`src/rtl/aes_core_scheduler.sv`:
```
// rtl/aes_core_scheduler.sv - round-robin scheduler sharing one byte-serial AES core
// Purpose: arbitrates NREQ requesters onto a single byte-serial AES core.
//          For each job it resets the core, streams 16 key/state byte pairs
//          (MSB byte first), then collects 16 ciphertext bytes (LSB byte
//          first) into a 128-bit result. If the job times out, err pulses
//          instead of done.
// Ports:   clk, rst (sync, active-low)
//          req/key_in/blk_in : requester side, 128-bit slice per requester
//          gnt/done/err/result/busy : requester-side status
//          core_rst/core_enable/core_key_byte/core_state_byte : core drive
//          core_ready/core_out_byte : core ciphertext byte strobe
module aes_core_scheduler #(
    parameter int NREQ    = 2,
    parameter int TIMEOUT = 512
) (
    input  logic                 clk,
    input  logic                 rst,
    input  logic [NREQ-1:0]      req,
    input  logic [NREQ*128-1:0]  key_in,
    input  logic [NREQ*128-1:0]  blk_in,
    output logic [NREQ-1:0]      gnt,
    output logic [NREQ-1:0]      done,
    output logic                 err,
    output logic [127:0]         result,
    output logic                 busy,
    output logic                 core_rst,
    output logic                 core_enable,
    output logic [7:0]           core_key_byte,
    output logic [7:0]           core_state_byte,
    input  logic                 core_ready,
    input  logic [7:0]           core_out_byte
);
    localparam int PW = (NREQ > 1) ? $clog2(NREQ) : 1;
    localparam int IW = PW + 1;
    localparam int TW = $clog2(TIMEOUT + 1);

    localparam logic [2:0] S_IDLE   = 3'd0;
    localparam logic [2:0] S_CLR    = 3'd1;
    localparam logic [2:0] S_LOAD   = 3'd2;
    localparam logic [2:0] S_WAIT   = 3'd3;
    localparam logic [2:0] S_UNLOAD = 3'd4;
    localparam logic [2:0] S_RESP   = 3'd5;
    localparam logic [2:0] S_ABORT  = 3'd6;

    logic [2:0]      state_q, state_d;
    logic [PW-1:0]   rr_q, rr_d;
    logic [3:0]      cnt_q, cnt_d;
    logic [TW-1:0]   tmo_q, tmo_d;
    logic [127:0]    key_q, key_d;
    logic [127:0]    blk_q, blk_d;
    logic [127:0]    res_q, res_d;
    logic [127:0]    result_q, result_d;
    logic [NREQ-1:0] gnt_q, gnt_d;
    logic [NREQ-1:0] done_q, done_d;
    logic            err_q, err_d;
    logic            busy_q, busy_d;
    logic            core_rst_q, core_rst_d;
    logic            core_en_q, core_en_d;
    logic [7:0]      kbyte_q, kbyte_d;
    logic [7:0]      sbyte_q, sbyte_d;

    logic            found;
    logic [PW-1:0]   win;
    logic [IW-1:0]   idx;
    logic [127:0]    res_shift;
    logic            tmo_hit;
    logic            last_cap;

    // Round-robin search starting one past the last winner, wrapping.
    always_comb begin
        found = 1'b0;
        win   = rr_q;
        idx   = '0;
        for (int i = 1; i <= NREQ; i++) begin
            idx = {1'b0, rr_q} + IW'(i);
            if (idx >= IW'(NREQ)) begin
                idx = idx - IW'(NREQ);
            end
            if (!found && req[idx[PW-1:0]]) begin
                found = 1'b1;
                win   = idx[PW-1:0];
            end
        end
    end

    // Captured bytes enter at the top and walk down, so capture m ends at [8m+7:8m].
    assign res_shift = {core_out_byte, res_q[127:8]};
    assign tmo_hit   = (tmo_q == TW'(TIMEOUT - 1));
    assign last_cap  = core_ready && (cnt_q == 4'd15);

    always_comb begin
        state_d  = state_q;
        rr_d     = rr_q;
        cnt_d    = cnt_q;
        tmo_d    = tmo_q;
        key_d    = key_q;
        blk_d    = blk_q;
        res_d    = res_q;
        result_d = result_q;
        gnt_d    = gnt_q;
        done_d   = '0;
        err_d    = 1'b0;
        kbyte_d  = 8'h00;
        sbyte_d  = 8'h00;

        case (state_q)
            S_IDLE: begin
                if (found) begin
                    gnt_d      = '0;
                    gnt_d[win] = 1'b1;
                    rr_d       = win;
                    key_d      = key_in[128*win +: 128];
                    blk_d      = blk_in[128*win +: 128];
                    cnt_d      = '0;
                    state_d    = S_CLR;
                end
            end
            S_CLR: begin
                if (cnt_q == 4'd1) begin
                    // Present byte 0 on the first LOAD cycle; shift registers feed the rest.
                    kbyte_d = key_q[127:120];
                    sbyte_d = blk_q[127:120];
                    key_d   = {key_q[119:0], 8'h00};
                    blk_d   = {blk_q[119:0], 8'h00};
                    cnt_d   = '0;
                    state_d = S_LOAD;
                end else begin
                    cnt_d = cnt_q + 4'd1;
                end
            end
            S_LOAD: begin
                if (cnt_q == 4'd15) begin
                    tmo_d   = '0;
                    state_d = S_WAIT;
                end else begin
                    kbyte_d = key_q[127:120];
                    sbyte_d = blk_q[127:120];
                    key_d   = {key_q[119:0], 8'h00};
                    blk_d   = {blk_q[119:0], 8'h00};
                    cnt_d   = cnt_q + 4'd1;
                end
            end
            S_WAIT: begin
                tmo_d = tmo_q + TW'(1);
                if (tmo_hit) begin
                    err_d   = 1'b1;
                    state_d = S_ABORT;
                end else if (core_ready) begin
                    res_d   = res_shift;
                    cnt_d   = 4'd1;
                    state_d = S_UNLOAD;
                end
            end
            S_UNLOAD: begin
                tmo_d = tmo_q + TW'(1);
                if (core_ready) begin
                    res_d = res_shift;
                    cnt_d = cnt_q + 4'd1;
                end
                // A final byte landing on the timeout cycle still completes the job.
                if (last_cap) begin
                    result_d = res_shift;
                    done_d   = gnt_q;
                    state_d  = S_RESP;
                end else if (tmo_hit) begin
                    err_d   = 1'b1;
                    state_d = S_ABORT;
                end
            end
            S_RESP: begin
                gnt_d   = '0;
                state_d = S_IDLE;
            end
            S_ABORT: begin
                gnt_d   = '0;
                state_d = S_IDLE;
            end
            default: begin
                gnt_d   = '0;
                state_d = S_IDLE;
            end
        endcase
    end

    // Core controls are registered from the next state so they line up with it.
    assign core_en_d  = (state_d == S_LOAD) || (state_d == S_WAIT) || (state_d == S_UNLOAD);
    assign core_rst_d = (state_d == S_CLR) || (state_d == S_ABORT);
    assign busy_d     = (state_d != S_IDLE);

    always_ff @(posedge clk) begin
        if (!rst) begin
            state_q    <= S_IDLE;
            rr_q       <= PW'(NREQ - 1);
            cnt_q      <= '0;
            tmo_q      <= '0;
            key_q      <= '0;
            blk_q      <= '0;
            res_q      <= '0;
            result_q   <= '0;
            gnt_q      <= '0;
            done_q     <= '0;
            err_q      <= 1'b0;
            busy_q     <= 1'b0;
            core_rst_q <= 1'b1;
            core_en_q  <= 1'b0;
            kbyte_q    <= 8'h00;
            sbyte_q    <= 8'h00;
        end else begin
            state_q    <= state_d;
            rr_q       <= rr_d;
            cnt_q      <= cnt_d;
            tmo_q      <= tmo_d;
            key_q      <= key_d;
            blk_q      <= blk_d;
            res_q      <= res_d;
            result_q   <= result_d;
            gnt_q      <= gnt_d;
            done_q     <= done_d;
            err_q      <= err_d;
            busy_q     <= busy_d;
            core_rst_q <= core_rst_d;
            core_en_q  <= core_en_d;
            kbyte_q    <= kbyte_d;
            sbyte_q    <= sbyte_d;
        end
    end

    assign gnt             = gnt_q;
    assign done            = done_q;
    assign err             = err_q;
    assign result          = result_q;
    assign busy            = busy_q;
    assign core_rst        = core_rst_q;
    assign core_enable     = core_en_q;
    assign core_key_byte   = kbyte_q;
    assign core_state_byte = sbyte_q;
endmodule

```
`config.mk`:
```
export PLATFORM = sky130hd
export DESIGN_NAME = aes_core_scheduler
export DESIGN_NICKNAME = d
export VERILOG_FILES = /design/src/rtl/aes_core_scheduler.sv
export SDC_FILE = /design/constraint.sdc
export NUM_CORES = 1
export LEC_CHECK = 0
export ABC_AREA = 1
export BUFFER_PORTS_ARGS = -buffer_cell sky130_fd_sc_hd__buf_2
export CAP_MARGIN = 20
export CELL_PAD_IN_SITES_DETAIL_PLACEMENT = 1
export CELL_PAD_IN_SITES_GLOBAL_PLACEMENT = 2
export CORE_MARGIN = 1
export CORE_UTILIZATION = 28
export CTS_CLUSTER_SIZE = 28
export DETAILED_ROUTE_END_ITERATION = 10
export GPL_ROUTABILITY_DRIVEN = 0
export GPL_TIMING_DRIVEN = 0
export PLACE_DENSITY = 0.88
export SLEW_MARGIN = 0
export SYNTH_ARGS = -nofsm -noshare
export SYNTH_HDL_FRONTEND = slang
export SYNTH_SLANG_ARGS = --single-unit
```
`constraint.sdc`:
```
create_clock -name clk -period 2.4 [get_ports clk]
set_input_delay 0.72 -clock clk [delete_from_list [all_inputs] [get_ports clk]]
set_output_delay 0.72 -clock clk [all_outputs]
set_load 0.02 [all_outputs]
```
# Word-level counts from Yosys, hierarchy flattened
# Index checks and enable logic that the tools add are counted.
# totals
regBits,554
out_inout_bits,152
word_cells,124
# classes
add_sub_neg,6
order_cmp,6
eq_ne,19
shifts,2
n_mux,51
bitwise_logic,1
n_reduce_logical,23
# op_table
operator,count
$mux 128,8
$pmux 128 s3,2
$shiftx 256x9->128,2
$pmux 128 s2,1
$mux 8,4
$pmux 8 s2,2
$mux 4,6
$mux 3,7
$pmux 10 s2,1
$pmux 4 s5,1
$pmux 3 s5,1
$ne 2x2->1 const B,7
$mux 1,13
$eq 3x2->1 const B,4
$add 10x1->10 const B,1
$eq 10x9->1 const B,1
$mux 10,1
$reduce_and 2->1,5
$eq 3x3->1 const B,3
$eq 3x1->1 const B,2
$lt 1x2->1 const B,3
$reduce_and 6->1,1
$reduce_bool 3->1,2
$reduce_bool 5->1,1
other kinds (22),29

# Logic depth before layout (Yosys ltp)
# Gate-level depths: netlist of run 1.
# logic_depth
word_depth,15
depth_mapped,11
depth_no_buf,11

# Worst setup path after synthesis of run 1
# No wires, ideal clock.
# synth_timing
path_kind,input port to flip-flop
startpoint,in req[0]
endpoint,reg blk_q[127]
arrival_time_ps,1890
required_ps,2336
slack_ps,446
path_stages,9
n_path_buf,2
path_cell_list,nand2_1 -> o21ai_1 -> inv_2 -> clkbuf_1 -> clkbuf_1 -> nor2_1 -> o21ai_0 -> nor2_1 -> nor2_1
# synth_via
elab_chain_cells,9
# synth_rtl
element,line_no,source
"start, declared",18,"input logic [NREQ-1:0] req,"
$mux 1 (not written as such) (2 in a row),79,if (!found && req[idx[PW-1:0]]) begin
$mux 1,79,
$logic_not 1->1,79,
$logic_and 1x1->1,79,
$mux 1,79,
$shiftx 256x9->128,113,blk_d = blk_in[128*win +: 128];
$mux 128,108,if (found) begin
$pmux 128 s3,106,case (state_q)
"end signal, assigned",214,blk_q <= blk_d;
"end, declared",50,"logic [127:0] blk_q, blk_d;"
# Several ways; a longest one is shown, not always the timed one. The select of a mux whose other input is x is not followed.
# A chain may end at the register's enable or synchronous reset.

# Worst setup path after layout of run 1
# layout_timing
startpoint,reg state_q[0]
endpoint,reg key_q[12]
# layout_via
elab_chain_cells,3
# layout_rtl
element,line_no,source
"start, declared",45,"logic [2:0] state_q, state_d;"
"start signal, assigned",209,state_q <= state_d;
$eq 3x1->1 (tied with other cells),106,
$ne 2x2->1 (no line) or $reduce_bool 3->1 (tied branches),-,
$reduce_and 4->1 (no line),-,
"end signal, assigned",213,key_q <= key_d;
"end, declared",49,"logic [127:0] key_q, key_d;"
# Several ways; a longest one is shown, not always the timed one.

==> results of run 1 <==
-- logic make-up after synthesis --
kind of cell | count (synthesis) | share of synthesized area [%]
AND/OR/NAND/NOR | 2203 | 34.8
buffers and inverters | 438 | 7.16
AO/OA/AOI/OAI | 779 | 15.2
flip-flops | 546 | 42.5
adder cells (fa/ha/maj) | 3 | 0.146
XOR/XNOR | 2 | 0.0682
-- critical path, cell delays in order (launching register included) --
cell and delay, ns:
dfxtp_1 0.43, inv_2 0.09, nand2_1 0.11, nand2_1 0.17, inv_2 0.22, buf_4 0.29, clkbuf_4 0.30, nand2_1 0.07
o21ai_0 0.31, nor2_1 0.08, nor2_1 0.12
-- sequential cells by signal, indices dropped and copies added, names as in the netlist --
name             cells
gnt                  2
key_q              128
busy                 1
core_enable          1
tmo_q               10
result             128
err                  1
core_state_byte      8
blk_q              128
core_rst             1
core_key_byte        8
done                 2
rr_q                 1
state_q              3
res_q              120
cnt_q                4
-- synthesized netlist by cell type (all sizes together) --
master | n | area share [%]
o21bai | 3 | 0.088
a21o | 1 | 0.029
nor2 | 1085 | 16
nand3 | 29 | 0.56
buf | 121 | 2.5
nor3 | 2 | 0.039
clkbuf | 159 | 2.3
nand2 | 838 | 12
dfxtp | 546 | 43
ha | 3 | 0.15
nand3b | 1 | 0.029
a21oi | 142 | 2.8
nand4 | 6 | 0.15
nor3b | 2 | 0.058
xor2 | 2 | 0.068
or2 | 240 | 5.8
o211ai | 1 | 0.029
o21ai | 631 | 12
a22oi | 1 | 0.029
inv | 158 | 2.3
-- metal layers --
metal | vias to the layer above | global-route usage, % | share of wire, %
li1 | 14000 | - | -
met1 | 13300 | 30.5 | 44
met2 | 716 | 41.6 | 46
met3 | 253 | 6.18 | 5.7
met4 | 56 | 10.3 | 3.9
met5 | - | 0 | 0.30
-- metrics by stage --
step                      utilization (%)  instance area [um^2]
after detailed placement             33.8                 30500
after floorplan                         -                 25700
after global routing                 36.6                 33100
after CTS                            36.4                 32900
final                                36.6                 33100
after global placement               33.8                 30500
-- layout make-up --
cell class	instances	area, um^2	share of cell area [%]
Antenna cell	31	77.6	0.234
Buffer	280	1380	4.15
Clock buffer	90	1870	5.66
Clock inverter	29	434	1.31
Inverter	158	596	1.80
Multi-Input combinational cell	2987	13000	39.1
Sequential cell	546	10900	33.0
Tap cell	1176	1470	4.44
Timing Repair Buffer	677	3390	10.2
-- cells in the final DEF (no fill, tap or decap), types with 3 or more instances in the layout --
master,instances
clkbuf_1,119
diode_2,31
buf_1,10
ha_1,3
clkbuf_4,8
nand2_1,837
inv_2,5
clkbuf_16,67
o21ai_0,565
o21ai_1,64
inv_6,4
buf_4,33
clkbuf_2,48
clkinv_2,10
clkbuf_8,11
or2_2,240
nor2_1,1081
clkinvlp_4,3
dfxtp_1,544
nand4_1,6
buf_2,747
o21bai_1,3
a21oi_1,142
bufinv_16,8
nand3_1,28
inv_1,152
-- power breakdown --
group	internal [mW]	switching, mW	total [mW]
Combinational	3.35	6.67	10.0
Clock	6.41	4.32	10.7
Sequential	10.7	0.904	11.6
Total	20.5	11.9	32.4
-- worst paths after layout --
check | from | end | slack [ns] | cells after the start
worst max-delay path | state_q[0] | key_q[12] | 0.14 | 10
worst min-delay path | core_out_byte[4] | res_q[124] | 0.36 | 3
worst max register to register | state_q[0] | key_q[12] | 0.14 | 10
worst min register to register | key_q[121] | core_key_byte[1] | 0.44 | 2
-- what timing repair did --
| item | CTS | global route |
|---|---|---|
| gates resized for setup | 30 | 99 |
| setup buffers | 0 | 2 |
| pin swaps | 0 | 2 |
| setup endpoints to repair | 513 | 453 |
| hold endpoints to repair | 0 | 0 |
| gates cloned | 0 | 0 |
==> metrics.md, run 1 <==
| Metric | Value |
|---|---|
| Core ar. | 90,400 um^2 |
| Fmax | approximately 440 MHz |
| Worst Skew | 0.0237 ns |
| CTS Hold Bufs | 0 |
| Dpl ws | -1.35 ns |
| Site row count | 110 |
| Drt total wl | 119,000 um |
| Initial Utilization | 28.4% |
| Finished Layout Cells | 5,974 |
| Die Area | 93,000 um^2 |
| Netlist cell types | 28 |
| RSZ-0062 raised after global routing | false |
| Routed len/inst | between 15 and 20 um |
| Final hold viol count | 0 |
| Worst-skew pair later-pin latency | 0.61 ns |
| Overall Power | approximately 32 mW |
| Root buf cell | clkbuf_16 |
| Clk slew on worst S/H paths | 0.06 ns |
| Remaining antenna violation count | 0 |
| Pin count of the biggest net entering global routing | 14 |
| Sequential area share after synthesis | 42.5% |
| Syn_area_per_cell | 6.47 um^2 |
| Worst-case vdd ir drop | 0.462 mV |
| #FFs+latches synth | ~550 |
| Setup violators final | 0 |
| CP Data Arrival Time | 2.80 ns |
| Initial DRT Pass Iterations | 8 |
| Crit Path Category | flop to flop |
| Via count | 28.3k |
| Die X | slightly above 300 um |
| Slew margin rel. | a little over two fifths |
| Fillers | 11.9k |
| Max H-tree Level | 3 |
| Inst Count DP | roughly 5.8k |
| LEAKAGE | around 16 nW |
| Post-synthesis cell area | 25,700 um^2 |
| 1st-iter DRT viols | 1,479 |
| Die height | 305 um |
| Final min period | 2.26 ns |
| Run status | finished clean |
| Top Ports | 677 |
| Power Density | a little under 1000 nW/um^2 |
| CTS buffer count | 67 |
| Hold_ws | 0.361 ns |
| Setup TNS | 0 ns |
| Crit share post-route | 94.2% |
| Synthesized Nets | 4,499 |
| Critical Path End Type | flop |
| Layout Nets | 5,245 |
| Max Cap Viol | 0 |
| Slew Viols, Final | 0 |
| Worst-margin pin slew | 0.846 ns |
| Detail Placement HPWL | ~94,000 um |
| Total track usage | roughly a quarter |
| Vias in the first global route | 29.5k |
| CTS tree | built |
| Initial antenna violation count | 74 |
| Clock sinks | approximately 550 |
| Area growth from synthesis to layout | 28.9% |
| Hold Path Class | input port to flop |
| Worst Slack Setup Final | 0.140 ns |
| Port Buffers | 675 |
| Vias per cell | 4.74 |
| Clock buffer depth | 3 |
| First-pass GRT wire length | 177,000 um |
| Share of cells above drive strength 1 | 25.2% |
| Total global routing overflow | 0 |
| Mapped Cells | 3,971 |
| Synth Warn # | 0 |
| CP max FO | 10 |
| Req. time, crit path | just under 3 ns |
| Drt drc | 0 |
| Crit start category | flop |
Note: power is estimated with default switching activity, not from simulation.
==> run 2, diff against run 1 <==
- RECOVER_POWER: unset -> 50
==> run 2 against run 1 <==
  * Worst setup slack worse by 0.028 ns
  * Design area fell by 0.65%
  * Die area is the same
  * First-iteration DRC count increased by 1.5%
  * Non-clock buffer count is the same
  * Combinational power about the same
  * Maximum frequency fell by 1.2%
  * Global-route usage did not move
  * Sequential power is essentially flat
  * Hold slack lost 0.0032 ns
  * Register-to-register slack worse by 0.03 ns
  * Wire length is essentially flat
  * Critical endpoint unchanged
==> metrics.md, run 2 (same netlist as run 1, synthesis figures left out) <==
| Metric | Value |
|---|---|
| Worst-margin pin slew | 0.839 ns (-0.00699 ns) |
| Clock sinks | 546 (unchanged) |
| Area of the multi-input gates | 13,000 um^2 (about the same) |
| Inst Count DP | 5,822 (unchanged) |
| Initial Utilization | 28.4% (unchanged) |
| Final min period | 2.29 ns (+0.0280 ns) |
| Combinational group share of total power | 30.9% (about the same) |
| P_sw | 11.9 mW (about the same) |
| First-pass GRT wire length | 177,000 um (unchanged) |
| Switching Share | 36.8% (+0.038 points) |
| Via count | 28.3k (+0.078%) |
| Routed len/inst | 19.9 um (about the same) |
| Hold Path Class | input port to flop |
| Root buf cell | clkbuf_16 |
| Vias in the first global route | 29.5k (unchanged) |
| Finished Layout Cells | 5,976 (+0.033%) |
| Pin count of the biggest net entering global routing | 14 (unchanged) |
| Top Ports | 677 (unchanged) |
| Worst Path Buf+Inv | 4 (unchanged) |
| Remaining antenna violation count | 0 (unchanged) |
| Commonest non-fill, non-tap cells in the layout | nor2_1, nand2_1, buf_2, o21ai_0, dfxtp_1 |
| Fillers | 11.9k (+0.47%) |
| CP max FO | 10 (unchanged) |
| Setup TNS | 0 ns (unchanged) |
| FF+latch area | 10,900 um^2 (unchanged) |
| Die X | 305 um (unchanged) |
| CP max stage delay | 0.43 ns (about the same) |
| Most used cell, CP | nand2_1 |
| Core ar. | 90,400 um^2 (unchanged) |
| Worst Slack Setup Final | 0.112 ns (-0.0280 ns) |
| Crit share post-route | 95.3% (+1.2 points) |
| Initial antenna violation count | 74 (unchanged) |
| Power Density | 983 nW/um^2 (+0.58%) |
| CTS buffer count | 67 (unchanged) |
| Critical-path top delay cell | dfxtp_1 |
| Dpl ws | -1.35 ns (unchanged) |
| Register-to-register path setup slack | 0.11 ns (-0.03 ns) |
| Die Area | 93,000 um^2 (unchanged) |
| Share of cells above drive strength 1 | 22.0% (-3.2 points) |
| Layout Nets | 5,245 (unchanged) |
| Req. time, crit path | 2.94 ns (about the same) |
| Crit Path Category | flop to flop |
| Hold_ws | 0.357 ns (-0.00322 ns) |
| Vias per cell | 4.74 (about the same) |
| Slew margin rel. | 44.0% (+0.47 points) |
| Family with the most delay on the worst path | buffers and inverters |
| Crit start category | flop |
| Drt total wl | 119,000 um (about the same) |
| 1st-iter DRT viols | 1,501 (+1.5%) |
| Commonest non-fill, non-tap cell in the layout | nor2_1 |
| CTS tree | built |
| Worst-skew pair later-pin latency | 0.62 ns (about the same) |
| Fmax | 437 MHz (-1.2%) |
| Site row count | 110 (unchanged) |
| Clock buffer depth | 3 (unchanged) |
| Critical Path End Type | flop |
| LEAKAGE | 15.8 nW (-4.0%) |
| Run status | finished clean |
| Total track usage | 24.9% (unchanged) |
| Overall Power | 32.3 mW (about the same) |
| CTS Hold Bufs | 0 (unchanged) |
| Sequential share of power | 35.9% (about the same) |
| Max H-tree Level | 3 (unchanged) |
| Drt drc | 0 (unchanged) |
| Clock power frac | 33.2% (about the same) |
| Clk slew on worst S/H paths | 0.06 ns (about the same) |
| Cell-internal power | 20.4 mW (-0.14%) |
| Worst Skew | 0.0262 ns (+0.00250 ns) |
| Total global routing overflow | 0 (unchanged) |
| Final hold viol count | 0 (unchanged) |
| Detail Placement HPWL | 94,000 um (unchanged) |
| Worst-case vdd ir drop | 0.463 mV (+0.12%) |
| CP cell instances | inv_2 -> nand2_1 -> nand2_1 -> inv_2 -> buf_4 -> clkbuf_4 -> nand2_1 -> o21ai_0 -> nor2_1 -> nor2_1 |
| Setup violators final | 0 (unchanged) |
| Port Buffers | 675 (unchanged) |
| CP Data Arrival Time | 2.83 ns (+0.03 ns) |
| RSZ-0062 raised after global routing | false |
| Area growth from synthesis to layout | 28.0% |
| Initial DRT Pass Iterations | 5 (-3) |
| Slew Viols, Final | 0 (unchanged) |
| Max Cap Viol | 0 (unchanged) |
| Die height | 305 um (unchanged) |
==> run 2: changes by cell type in the layout (fill, tap and decap cells not counted) <==
cell | previous run | this run
clkbuf_4 | 8 | 9
nand3_2 | 0 | 1
buf_4 | 33 | 28
nand3_4 | 1 | 0
clkdlybuf4s15_1 | 2 | 0
diode_2 | 31 | 33
clkbuf_2 | 48 | 65
clkbuf_1 | 119 | 273
buf_2 | 747 | 582
==> run 2: layout make-up <==
cell class                 instances  area share (%)
antenna                           33           0.251
clock buffer                      90            5.69
clock inverter                    29            1.32
inverter                         158            1.81
multi-input combinational       2987            39.4
timing repair buffer             677            9.74
buffer                           280            4.11
tap                             1176            4.47
sequential                       546            33.2
==> run 2: metal layers <==
metal	track usage [%]	part of all wire, %	vias to the layer above
li1	-	-	14000
met1	30.5	44	13300
met2	41.6	46	716
met3	6.18	5.7	255
met4	10.3	3.9	56
met5	0	0.30	-
==> run 2: path summary, 6_finish.rpt <==
kind | startpoint | endpoint | cells after the start
max | state_q[0] | key_q[12] | 10
min | core_out_byte[4] | res_q[124] | 3
max reg2reg | state_q[0] | key_q[12] | 10
min reg2reg | key_q[121] | core_key_byte[1] | 2
==> run 2: power groups by stage <==
stage          clock, mW  combinational (mW)  sequential, mW
6_report            10.7                9.99            11.6
5_1_grt             11.3                11.3            11.8
4_1_cts             11.0                10.0            11.6
3_5_place_dp           0                9.93            11.7
3_3_place_gp           0                9.79            11.7
2_1_floorplan          0                6.40            11.5
==> run 2: through the flow <==
| stage | area, um^2 | utilization (%) |
|---|---|---|
| 5_1_grt | 32900 | 36.4 |
| 3_3_place_gp | 30500 | 33.8 |
| 3_5_place_dp | 30500 | 33.8 |
| 6_report | 32900 | 36.4 |
| 2_1_floorplan | 25700 | - |
| 4_1_cts | 32900 | 36.4 |
==> run 2: worst min-delay path: cells and delay by family <==
| family | cells | cell delay, ns |
|---|---|---|
| simple gates | 2 | 0.12 |
| buf+inv | 1 | 0.10 |
==> run 2: timing repair <==
action	in CTS	in global routing
pin swaps	0	2
buffers inserted	0	2
gates resized for setup	30	99
endpoints found under the setup margin	513	453
